===== config.mk =====
export PLATFORM = sky130hd
export DESIGN_NAME = apb_regs
export DESIGN_NICKNAME = d
export VERILOG_FILES = /design/src/rtl/apb_regs.sv
export SDC_FILE = /design/constraint.sdc
export NUM_CORES = 1
export LEC_CHECK = 0
export ABC_AREA = 1
export BUFFER_PORTS_ARGS = -buffer_cell sky130_fd_sc_hd__buf_2
export CORE_MARGIN = 1.5
export CORE_UTILIZATION = 32
export DETAILED_ROUTE_END_ITERATION = 8
export PLACE_DENSITY_LB_ADDON = 0.3
export SYNTH_ARGS = -nofsm -noshare
export SYNTH_HDL_FRONTEND = slang
export SYNTH_SLANG_ARGS = --single-unit

===== constraint.sdc =====
create_clock -name PCLK -period 4.9 [get_ports PCLK]
set_clock_uncertainty 0.1 [all_clocks]
set_input_delay 1.47 -clock PCLK [delete_from_list [all_inputs] [get_ports PCLK]]
set_output_delay 1.47 -clock PCLK [all_outputs]
set_load 0.1 [all_outputs]

===== src/rtl/apb_regs.sv =====
// rtl/apb_regs.sv - APB register file with byte strobes; optional wait states under APB_REGS_WAIT_EN
module apb_regs #(
  parameter int NUM_REGS    = 4,
  parameter int ADDR_W      = 12,
  parameter int WAIT_CYCLES = 2
) (
  input  logic              PCLK,
  input  logic              PRESETn,
  input  logic [ADDR_W-1:0] PADDR,
  input  logic              PSEL,
  input  logic              PENABLE,
  input  logic              PWRITE,
  input  logic [31:0]       PWDATA,
  input  logic [3:0]        PSTRB,
  output logic              PREADY,
  output logic [31:0]       PRDATA,
  output logic              PSLVERR
);

  localparam int IDX_W = ADDR_W - 2;
  localparam int SEL_W = (NUM_REGS > 1) ? $clog2(NUM_REGS) : 1;

  typedef enum logic [1:0] {
    IDLE   = 2'd0,
    SETUP  = 2'd1,
    ACCESS = 2'd2
  } state_t;

  state_t           state;
  logic [31:0]      regs [NUM_REGS];

  logic [IDX_W-1:0] idx;
  logic [SEL_W-1:0] sel;
  logic             in_range;
  logic             access;
  logic             ready;
  logic             setup_seen;
  logic             commit;
  logic             unused_addr_lsbs;

  // Word index from the byte address; the byte offset within a word is ignored
  assign idx              = PADDR[ADDR_W-1:2];
  assign sel              = idx[SEL_W-1:0];
  assign in_range         = ({1'b0, idx} < (IDX_W + 1)'(NUM_REGS));
  assign unused_addr_lsbs = ^PADDR[1:0];

  assign access     = PSEL & PENABLE;
  assign setup_seen = PSEL & ~PENABLE;

`ifdef APB_REGS_WAIT_EN
  logic [3:0] wait_cnt;

  // Wait counter: loaded at every setup phase, counts down through the access phase,
  // cleared whenever the slave is deselected (idle or aborted transfer)
  always_ff @(posedge PCLK or negedge PRESETn) begin
    if (!PRESETn) begin
      wait_cnt <= 4'd0;
    end else if (!PSEL) begin
      wait_cnt <= 4'd0;
    end else if (!PENABLE) begin
      wait_cnt <= 4'(WAIT_CYCLES);
    end else if (wait_cnt != 4'd0) begin
      wait_cnt <= wait_cnt - 4'd1;
    end
  end

  // Completion only once the wait counter has drained; forced low while in reset
  assign ready = PRESETn & access & (wait_cnt == 4'd0);
`else
  // Zero-wait build: every access phase completes in its first cycle
  assign ready = PRESETn & access;
`endif

  assign commit = ready & PWRITE & in_range;

  assign PREADY  = ready;
  assign PSLVERR = ready & ~in_range;

  // Read data is only presented on a completing in-range read; zero otherwise
  always_comb begin
    PRDATA = 32'h0;
    if (ready && !PWRITE && in_range) begin
      PRDATA = regs[sel];
    end
  end

  // Transfer phase tracker; deselect during a transfer is an abort back to IDLE
  always_ff @(posedge PCLK or negedge PRESETn) begin
    if (!PRESETn) begin
      state <= IDLE;
    end else begin
      case (state)
        IDLE: begin
          if (setup_seen) begin
            state <= SETUP;
          end
        end
        SETUP: begin
          if (!PSEL) begin
            state <= IDLE;
          end else if (setup_seen) begin
            state <= SETUP;
          end else if (ready) begin
            state <= IDLE;
          end else begin
            state <= ACCESS;
          end
        end
        ACCESS: begin
          if (!PSEL) begin
            state <= IDLE;
          end else if (setup_seen) begin
            state <= SETUP;
          end else if (ready) begin
            state <= IDLE;
          end
        end
        default: begin
          state <= IDLE;
        end
      endcase
    end
  end

  // Register array: byte-strobed writes on the completing cycle of an in-range write
  always_ff @(posedge PCLK or negedge PRESETn) begin
    if (!PRESETn) begin
      for (int r = 0; r < NUM_REGS; r++) begin
        regs[r] <= 32'h0;
      end
    end else if (commit) begin
      for (int k = 0; k < 4; k++) begin
        if (PSTRB[k]) begin
          regs[sel][8*k +: 8] <= PWDATA[8*k +: 8];
        end
      end
    end
  end

endmodule


Word-level counts from Yosys, hierarchy flattened --
Index checks and enable logic that the tools add are counted.
Storage, ports and cells: flip-flop bits (word level) 128, input port bits 53, output and inout port bits 34, logic and storage cells 41
Cells by class: magnitude comparators 3, multiplexer cells 23, bitwise logic cells 7, reductions and logical operators 4
Operators with widths (count):
- two-way mux 128 bit | 7
- bitwise mux 128 bit | 4
- demux 32 bit (select 2 bit) | 4
- two-way mux 32 bit | 4
- binary-select mux 32 bit (select 2 bit) | 1
- two-way mux 24 bit | 1
- two-way mux 16 bit | 1
- less-than comparator 10 x 3 -> 1 bit (second input constant) | 1
- two-way mux 8 bit | 1
- bitwise AND 1 bit | 5
- greater-or-equal comparator 3 bit (second input constant) | 1
- logical AND 1 bit | 3
- less-than comparator 3 x 1 -> 1 bit (second input constant) | 1
- inverter 2 -> 3 bit | 1
- zero test 1 bit | 1
- inverter 1 bit | 1

Longest topological paths before layout --
Gate-level depths: netlist (run 1).
depth in word-level cells 16, mapped depth 8, depth with buffers taken out 7

Worst setup path before layout (run 1) --
Ideal clock, no wire load.
path type input -> output, start point in PRESETn, end point out PRDATA[0], arrival time 4.323 ns, required time 3.330 ns, slack -0.993 ns, cell stages on the path 5, path buffers 1, cell sequence nand3_1 > inv_1 > nand3_1 > clkbuf_1 > a31oi_1
On the way: longest elaborated chain between the ends 4
Ends and longest elaborated chain:
- start, declared | RTL line 8 | input logic PRESETn,
- bitwise AND 1 bit | RTL line 71 | assign ready = PRESETn & access;
- via PREADY | RTL line 15 | output logic PREADY,
- logical AND 1 bit (2 in series) | RTL line 82 | if (ready && !PWRITE && in_range) begin
- two-way mux 32 bit | RTL line 82
- end, declared | RTL line 16 | output logic [31:0] PRDATA,
The timed path passes the listed nets, and every way through them passes these cells.

Worst setup path after layout (run 1) --
start point in PADDR[2], end point out PRDATA[20]
On the way: longest elaborated chain between the ends 5, elaborated cells between the ends (all ways) 7, those cells by class 1 x order compare; 4 x mux; 1 x bitwise; 1 x reduce/logical
Ends and longest elaborated chain:
- start, declared | RTL line 9 | input logic [ADDR_W-1:0] PADDR,
- parallel branches: the longest is 4 deep, another holds less-than comparator 10 x 3 -> 1 bit
- two-way mux 32 bit (*) | RTL line 82
Mark *: on every way between the ends. The select of a mux whose other input is x is not followed.

==> metrics.yaml, run 1 <==
critical_path:
  start_kind: "input port"
  crit_path_start: "PADDR[2]"
  critPathTopFamily: "buffers and inverters"
  timing.rr.start: "regs[110]$_DFFE_PN0P_"
  crit_required_ns: 3.33
  reg2reg_depth: 2
  r2r_end: "regs[110]$_DFFE_PN0P_"
  crit_buf_inv: 4
  cp_cell_sequence: "buf_2 -> inv_2 -> nor2_8 -> buf_4 -> a22oi_1 -> a31oi_4 -> buf_12"
  slowest_delay_ns: 0.32
  worst-setup-path-type: "in2out"
  path_max_fanout: 15
  cp.arrival_ns: 2.89
  worst_path_max_delay_cell: "buf_4"
  end_kind: "output pin"
  rrSetupSlack_ns: 4.17
power:
  p_sw_uw: 595
  leakage_uw: 0.00403
  seqPwrFrac_pct: 42.2
  p_clk_share_pct: 52.1
  netSwitchingFraction_pct: 23.7
  power_frac_comb_pct: 5.7
  peakVddDrop_mv: 0.161
  powerDensity_nw_per_um2: 288
  internal-power_uw: 1910
clock_network:
  clockBufferDepth: 2
  clkLatencyLatePin_ns: 0.42
  clock_sinks: 128
  cts_resized: 0
  cts_inserted_buffers: 17
  cts_setup_buffers: 0
  cts_tree: "built"
  cts_hold_buf: 0
  htreeDepth: 4
  clk_pin_slew_worst_paths_ns: 0.06
  cts-root-buf: "clkbuf_16"
sta:
  slew_viol_final: 0
  period_minus_slack_ns: 4.46
  min_period_over_period_pct: 91.1
  worstMarginPinSlew_ns: 0.845
  report.final.hold_viol_count: 0
  clock.fmax_ghz: 0.224
  setup_tns_ns: 0
  rsz0062_at_grt: "no"
  setup_viol: 0
  relSlewSlack_pct: 43.7
route:
  wl_mm: 17.9
  postRouteAntennaNets: 0
  wl_per_cell_um: 15.8
  drc: 0
  vias: 5484
  dr.pass1.iters: 6
  vias_per_cell: 4.84
  drt_iter0_markers: 460
min_path:
  hp-class: "reg2reg"
  hp-start: "regs[29]$_DFFE_PN0P_"
  whs_path_depth: 2
  hold_end: "regs[29]$_DFFE_PN0P_"
floorplanning:
  fp.coreArea_um2: 19700
  die_w_um: 145
  io_pins: 87
  die_y_um: 145
  start_util_pct: 33.0
  die_area_um2: 21200
  rows: 51
grt:
  grt_start_max_net_pins: 66
  grt_pass1_wl_mm: 29.9
  overflow: 0
  grt_use_total_pct: 18.0
  grt_pass1_vias: 5506
  antenna_found_initial: 0
finish:
  multi_input_area_um2: 3470
  largest_reg_flops: 128
  syn_to_final_growth_pct: 34.1
  drive_gt1_share_pct: 25.0
  seq_area_um2: 3200
  layout_common_cells: "nand2_1 (417), dfrtp_1 (128), buf_2 (51)"
  layout_commonest_cell: "nand2_1"
  fin_cells: 1133
  fillers: 1941
  n_antenna_cell: 0
  nets: 908
  reg.largest.list: "regs x128"
  regMostFlops: "regs"
placement:
  placed_cells: 1101
  place_hpwl_mm: 11.4
  io_buffer_count: 84
  place.gp.congestion: 0.733
outcome:
  status: "completed"
yosys:
  ys_seq_area_share_pct: 49.3
  syn_area_per_cell_um2: 8.47
  synthCells: 767
  ys_seq_elements: 128
  syn_area_um2: 6490
  synth_nets: 820
  yosysUniqueCellTypes: 25
  yosysWarnings: 0
run:
  maxCapViolCount: 0
==> power by group through the flow <==
stage          Clock, uW  Combinational, uW  Sequential [uW]
6_report            1310                142             1060
5_1_grt             1380                156             1060
4_1_cts             1330                145             1060
3_5_place_dp           0                144             1080
3_3_place_gp           0                144             1080
2_1_floorplan          0               68.3             1080
==> Yosys cell counts <==
| master | instances | area, um^2 |
|---|---|---|
| inv_6 | 2 | 17.5 |
| and2_1 | 1 | 6.26 |
| buf_6 | 14 | 158 |
| inv_4 | 1 | 6.26 |
| nor3_2 | 8 | 80.1 |
| nand2_4 | 2 | 22.5 |
| inv_2 | 3 | 11.3 |
| nor2_8 | 4 | 80.1 |
| buf_2 | 6 | 30.0 |
| buf_4 | 2 | 15.0 |
| nor3_1 | 24 | 120 |
| buf_1 | 1 | 3.75 |
| a31oi_1 | 32 | 200 |
| clkbuf_1 | 5 | 18.8 |
| dfrtp_1 | 128 | 3200 |
| nand3_4 | 3 | 52.6 |
| nor2_4 | 16 | 180 |
| nand4_4 | 10 | 213 |
| nand3_1 | 34 | 170 |
| nand4_1 | 2 | 12.5 |
| nand2_2 | 5 | 31.3 |
| inv_1 | 10 | 37.5 |
| a22oi_1 | 32 | 240 |
| nor2_1 | 5 | 18.8 |
| nand2_1 | 417 | 1570 |
==> logic make-up (layout without fill, tap and decap cells) <==
family,count (synthesis),in the layout,share of synthesized area (%)
flip-flops,128,128,49.3
buffers and inverters,44,145,4.59
AO/OA/AOI/OAI,64,64,6.78
AND/OR/NAND/NOR,531,531,39.3
==> worst reg2reg max path: stages, from the launching register on <==
cell     delay [ns]
dfrtp_1        0.38
nand2_1        0.07
nand2_1        0.07
==> layer usage <==
layer / vias up / global-route usage, % / wire length [um]
met2: 151 / 28.7 / 8590
li1: 2696 / - / -
met3: 17 / 4.14 / 944
met1: 2620 / 23.9 / 8190
met5: - / 0 / 0
met4: 0 / 6.33 / 208
==> how the worst max path moves through the flow <==
stage | depth (start not counted) | endpoint | slack (ns)
detailed placement | 7 | PRDATA[20] | 0.43
finish | 7 | PRDATA[20] | 0.44
CTS | 7 | PRDATA[20] | 0.43
global route | 7 | PRDATA[2] | 0.36
floorplan | 4 | PRDATA[11] | 0.02
global placement | 7 | PRDATA[20] | 0.45
==> cell type report <==
| cell class | count | area share [%] |
|---|---|---|
| multi-input combinational | 595 | 39.8 |
| sequential | 128 | 36.8 |
| timing repair buffer | 97 | 11.6 |
| clock buffer | 19 | 5.20 |
| tap | 265 | 3.81 |
| clock inverter | 13 | 1.85 |
| inverter | 16 | 0.877 |
==> per-stage QoR <==
step / total power, uW / worst slack (ns) / util, % / cell area (um^2) / hold WS (ns)
finish: 2510 / 0.436 / 44.3 / 8710 / 0.370
global route: 2590 / 0.361 / 44.3 / 8710 / 0.387
global placement: 1220 / 0.449 / 41.2 / 8090 / 0.354
floorplan: 1150 / 0.0239 / - / 6970 / 0.342
CTS: 2540 / 0.426 / 44.3 / 8710 / 0.373
detailed placement: 1220 / 0.429 / 41.2 / 8090 / 0.358
(Power assumes the default switching activity.)
==> run 2: changes to the inputs <==
--- a/config.mk
+++ b/config.mk
@@ -10,7 +10,9 @@
 export CORE_MARGIN = 1.5
 export CORE_UTILIZATION = 32
 export DETAILED_ROUTE_END_ITERATION = 8
+export GPL_TIMING_DRIVEN = 0
 export PLACE_DENSITY_LB_ADDON = 0.3
 export SYNTH_ARGS = -nofsm -noshare
 export SYNTH_HDL_FRONTEND = slang
 export SYNTH_SLANG_ARGS = --single-unit
+export TNS_END_PERCENT = 50
==> run 2 against run 1 <==
  * Power down 2.4%
  * Combinational power increased by 19%
  * Hold slack worse by 0.0020 ns
  * Critical endpoint is now PRDATA[5]
  * Cell area is 1.1% lower
==> metrics.yaml, run 2 (synthesis results as in run 1) <==
outcome:
  status: "completed"
clock_network:
  clock_sinks: 128
  htreeDepth: 4
  clkLatencyLatePin_ns: 0.42
  clockBufferDepth: 2
  clk_pin_slew_worst_paths_ns: 0.05
  cts_setup_buffers: 0
  cts_inserted_buffers: 17
  cts_tree: "built"
  cts-root-buf: "clkbuf_16"
floorplanning:
  die_y_um: 145
  io_pins: 87
  fp.coreArea_um2: 19700
  rows: 51
  die_area_um2: 21200
  die_w_um: 145
  start_util_pct: 33.0
finish:
  n_antenna_cell: 0
  syn_to_final_growth_pct: 32.6
  drive_gt1_share_pct: 26.0
  layout_commonest_cell: "nand2_1"
  largest_reg_flops: 128
  fin_area_um2: 8610
  regMostFlops: "regs"
  final_util_pct: 43.8
  nets: 926
  layout_common_cells: "nand2_1 (417), dfrtp_1 (128), buf_2 (59)"
  reg.largest.list: "regs x128"
critical_path:
  path_max_fanout: 33
  cp_cell_sequence: "buf_16 -> buf_16 -> nand3_2 -> clkinvlp_4 -> nand3_2 -> clkbuf_8 -> a31oi_4 -> buf_4"
  timing.rr.start: "regs[114]$_DFFE_PN0P_"
  start_kind: "input port"
  rrSetupSlack_ns: 4.17
  reg2reg_depth: 2
  slowest_delay_ns: 0.30
  critPathTopFamily: "buffers and inverters"
  worst-setup-path-type: "in2out"
  worst_path_max_delay_cell: "clkbuf_8"
  crit_buf_inv: 5
  end_kind: "output pin"
  r2r_end: "regs[114]$_DFFE_PN0P_"
  cp.arrival_ns: 3.21
  crit_required_ns: 3.33
grt:
  grt_pass1_wl_mm: 31.9
  grt_use_total_pct: 19.8
  grt_start_max_net_pins: 34
  antenna_found_initial: 0
  grt_pass1_vias: 5567
  overflow: 0
route:
  postRouteAntennaNets: 0
  wl_per_cell_um: 17.4
  wl_mm: 20.1
  dr.pass1.iters: 5
  drc: 0
  drt_iter0_markers: 473
  vias_per_cell: 4.93
  vias: 5676
sta:
  min_period_over_period_pct: 97.6
  rsz0062_at_grt: "no"
  period_minus_slack_ns: 4.78
  clock.fmax_ghz: 0.209
  worst_slack_ns: 0.117
  relSlewSlack_pct: 61.8
  report.final.hold_viol_count: 0
  slew_viol_final: 0
  worstMarginPinSlew_ns: 0.573
  setup_viol: 0
power:
  seqPwrFrac_pct: 43.2
  netSwitchingFraction_pct: 24.0
  p_clk_share_pct: 49.9
  leakage_uw: 0.00410
  powerDensity_nw_per_um2: 285
  p_sw_uw: 588
  peakVddDrop_mv: 0.137
  power_uw: 2450
  internal-power_uw: 1860
  power_frac_comb_pct: 6.9
placement:
  place.gp.congestion: 0.780
  place_hpwl_mm: 13.3
  dp_slack_ns: -0.859
  place_area_um2: 7760
  io_buffer_count: 84
min_path:
  hp-start: "regs[57]$_DFFE_PN0P_"
  hp-class: "reg2reg"
  hold_end: "regs[57]$_DFFE_PN0P_"
  whs_path_depth: 2
run:
  maxCapViolCount: 0
==> run 2: worst max-delay path by stage <==
stage / start / to / slack, ns / depth (start not counted)
after floorplan: PRESETn / PRDATA[11] / 0.02 / 4
after global placement: PRESETn / PRDATA[30] / -2.78 / 7
final: PRESETn / PRDATA[5] / 0.12 / 8
after detailed placement: PRESETn / PRDATA[30] / -0.86 / 8
after global routing: PRESETn / PRDATA[5] / 0.01 / 8
after CTS: PRESETn / PRDATA[3] / 0.1 / 8
==> run 2: cell type report <==
type,count,area [um^2]
clock inverter,11,115
timing repair buffer,87,689
tap,265,332
sequential,128,3200
fill,2007,11000
multi-input combinational,595,3470
buffer,28,278
clock buffer,21,450
inverter,16,76.3
==> run 2: layer usage <==
layer	track usage [%]	wire (um)	vias to the layer above
met2	30.6	9380	192
met3	4.83	1320	28
met4	6.84	357	0
li1	-	-	2730
met5	0	0	-
met1	27.2	9000	2726
==> run 2: tightest hold or removal path, stage by stage, from the launching register on <==
cell and delay (ns):
dfrtp_1 0.34, nand2_1 0.05, nand2_1 0.05
==> run 2: per-stage QoR <==
stage          cells  TNS, ns  hold slack [ns]
3_5_place_dp    1117   -25.73            0.358
2_1_floorplan    767        0            0.342
6_report        1151        0            0.368
3_3_place_gp    1116  -212.05            0.355
5_1_grt         1151        0            0.384
4_1_cts         1151        0            0.373
==> run 2: what timing repair did <==
item	4_1_cts	5_1_grt
endpoints found under the setup margin	33	0
resized for setup	61	0
hold buffers	0	0
==> run 2: power by group through the flow <==
stage | Clock, uW | Combinational, uW | Sequential [uW]
detailed placement | 0 | 159 | 1080
CTS | 1250 | 169 | 1060
finish | 1220 | 169 | 1060
global placement | 0 | 155 | 1080
global route | 1290 | 181 | 1060
floorplan | 0 | 68.3 | 1080
==> run 3: changes to the inputs <==
--- a/config.mk
+++ b/config.mk
@@ -12,6 +12,7 @@
 export DETAILED_ROUTE_END_ITERATION = 8
 export GPL_TIMING_DRIVEN = 0
 export PLACE_DENSITY_LB_ADDON = 0.3
+export SETUP_SLACK_MARGIN = 0.4
 export SYNTH_ARGS = -nofsm -noshare
 export SYNTH_HDL_FRONTEND = slang
 export SYNTH_SLANG_ARGS = --single-unit
==> run 3 against run 2 <==
  * Cell area rose by 3.1%
  * Power barely moved
  * Via count barely moved
  * Highest routed layer unchanged
  * Global-route usage barely moved
  * Wire length rose by 0.86%
  * Worst setup slack improved by 0.30 ns
  * Sequential power barely moved
  * Clock power barely moved
  * Register-to-register slack barely moved
  * Hold slack improved by 0.0014 ns
  * Non-clock buffer count rose by 7
==> metrics.yaml, run 3 (synthesis results as in run 1) <==
floorplanning:
  start_util_pct: 33.0
  die_area_um2: 21200
  rows: 51
  die_w_um: 145
  die_y_um: 145
  io_pins: 87
  fp.coreArea_um2: 19700
route:
  dr.pass1.iters: 7
  topRoutingLayerUsed: "met4"
  wl_met1_mm: 9.17
  drc: 0
  wl_per_cell_um: 17.5
  vias_per_cell: 4.90
  postRouteAntennaNets: 0
  vias: 5671
  wl_mm: 20.2
  met3_wirelength_mm: 1.29
  wl_met2_mm: 9.40
  drt_iter0_markers: 445
clock_network:
  cts_inserted_buffers: 17
  clkLatencyLatePin_ns: 0.42
  clock_sinks: 128
  cts-root-buf: "clkbuf_16"
  clk_pin_slew_worst_paths_ns: 0.05
  cts_hold_buf: 0
  cts_tree: "built"
  htreeDepth: 4
  clockBufferDepth: 2
sta:
  rsz0062_at_grt: "yes"
  min_period_over_period_pct: 91.6
  relSlewSlack_pct: 61.8
  period_minus_slack_ns: 4.49
  setup_viol: 0
  worstMarginPinSlew_ns: 0.573
  whs_ns: 0.369
  clock.fmax_ghz: 0.223
  report.final.hold_viol_count: 0
  worst_slack_ns: 0.414
  slew_viol_final: 0
finish:
  nets: 933
  fin_area_um2: 8870
  syn_to_final_growth_pct: 36.6
  largest_reg_flops: 128
  final_util_pct: 45.1
  fillers: 1946
  drive_gt1_share_pct: 26.3
  n_antenna_cell: 0
  reg.largest.list: "regs x128"
  fin_cells: 1157
  layout_common_cells: "nand2_1 (417), dfrtp_1 (128), buf_2 (54)"
  layout_commonest_cell: "nand2_1"
  regMostFlops: "regs"
  seq_area_um2: 3200
  multi_input_area_um2: 3500
power:
  leakage_uw: 0.00419
  peakVddDrop_mv: 0.176
  powerDensity_nw_per_um2: 276
grt:
  grt_pass1_vias: 5694
  antenna_found_initial: 0
  grt_start_max_net_pins: 36
  grt_pass1_wl_mm: 31.9
  overflow: 0
  grt_use_total_pct: 19.8
critical_path:
  slowest_delay_ns: 0.34
  path_common_cell: "buf_2"
  crit_required_ns: 3.33
  worst-setup-path-type: "in2out"
  path_max_fanout: 10
  end_kind: "output pin"
  rrSetupSlack_ns: 4.16
  worst_path_max_delay_cell: "buf_2"
  cp_cell_sequence: "buf_2 -> inv_2 -> nor2_8 -> buf_2 -> a22oi_1 -> a31oi_4 -> buf_8"
  start_kind: "input port"
  cp.arrival_ns: 2.92
run:
  maxCapViolCount: 0
placement:
  io_buffer_count: 84
  place.gp.congestion: 0.804
  place_hpwl_mm: 13.3
  dp_slack_ns: -0.444
  placed_cells: 1117
  place_area_um2: 7830
outcome:
  status: "completed"
min_path:
  hp-class: "reg2reg"
[run 3: cell types whose count changed in the layout (fill, tap and decap cells not counted), moves of 3 or more]
cell and delta:
buf_6 -3, buf_12 +4, buf_2 -5, buf_4 -4, buf_8 +9
[run 3: per-layer routing]
layer	up-vias	track usage, %
met1	2734	26.5
met3	23	5.20
met2	173	31.1
li1	2741	-
met4	0	6.73
met5	-	0
[run 3: metrics by stage]
step                      setup TNS [ns]  power (uW)
after global placement           -117.91        1230
after CTS                              0        2470
after floorplan                        0        1150
after detailed placement          -11.93        1240
final                                  0        2450
after global routing                   0        2530
[run 3: path summary, 6_finish.rpt]
path,startpoint,endpoint,cells past startpoint
worst min register to register,regs[58]$_DFFE_PN0P_,regs[58]$_DFFE_PN0P_,2
worst max-delay path,PADDR[2],PRDATA[29],7
min in group asynchronous,PRESETn,regs[106]$_DFFE_PN0P_,1
max in group asynchronous,PRESETn,regs[82]$_DFFE_PN0P_,3
worst max register to register,regs[3]$_DFFE_PN0P_,regs[3]$_DFFE_PN0P_,2
worst min-delay path,regs[58]$_DFFE_PN0P_,regs[58]$_DFFE_PN0P_,2
[run 3: repair_timing]
item,in CTS,in global routing
pin swaps,2,0
buffers inserted,3,0
endpoints found under the hold margin,0,0
resized for setup,84,2
setup endpoints to repair,34,25
gates cloned,6,0
[run 3: where the power goes]
group          internal, uW  switching, uW
logic                  50.5            122
registers              1060          0.552
clock network           767            450
total                  1880            572
[run 3: worst max-delay path, delay by kind of cell]
family                 cells  cell delay, ns
AOI/OAI and AO/OA          2            0.38
buffers and inverters      4            0.83
and+or+nand+nor            1            0.22
[run 3: area by class of cell]
class / instances / area share (%)
buffer: 28 / 3.34
clock buffer: 24 / 5.32
clock inverter: 7 / 0.959
inverter: 16 / 0.860
multi-input combinational: 595 / 39.5
sequential: 128 / 36.1
tap: 265 / 3.74
timing repair buffer: 94 / 10.2
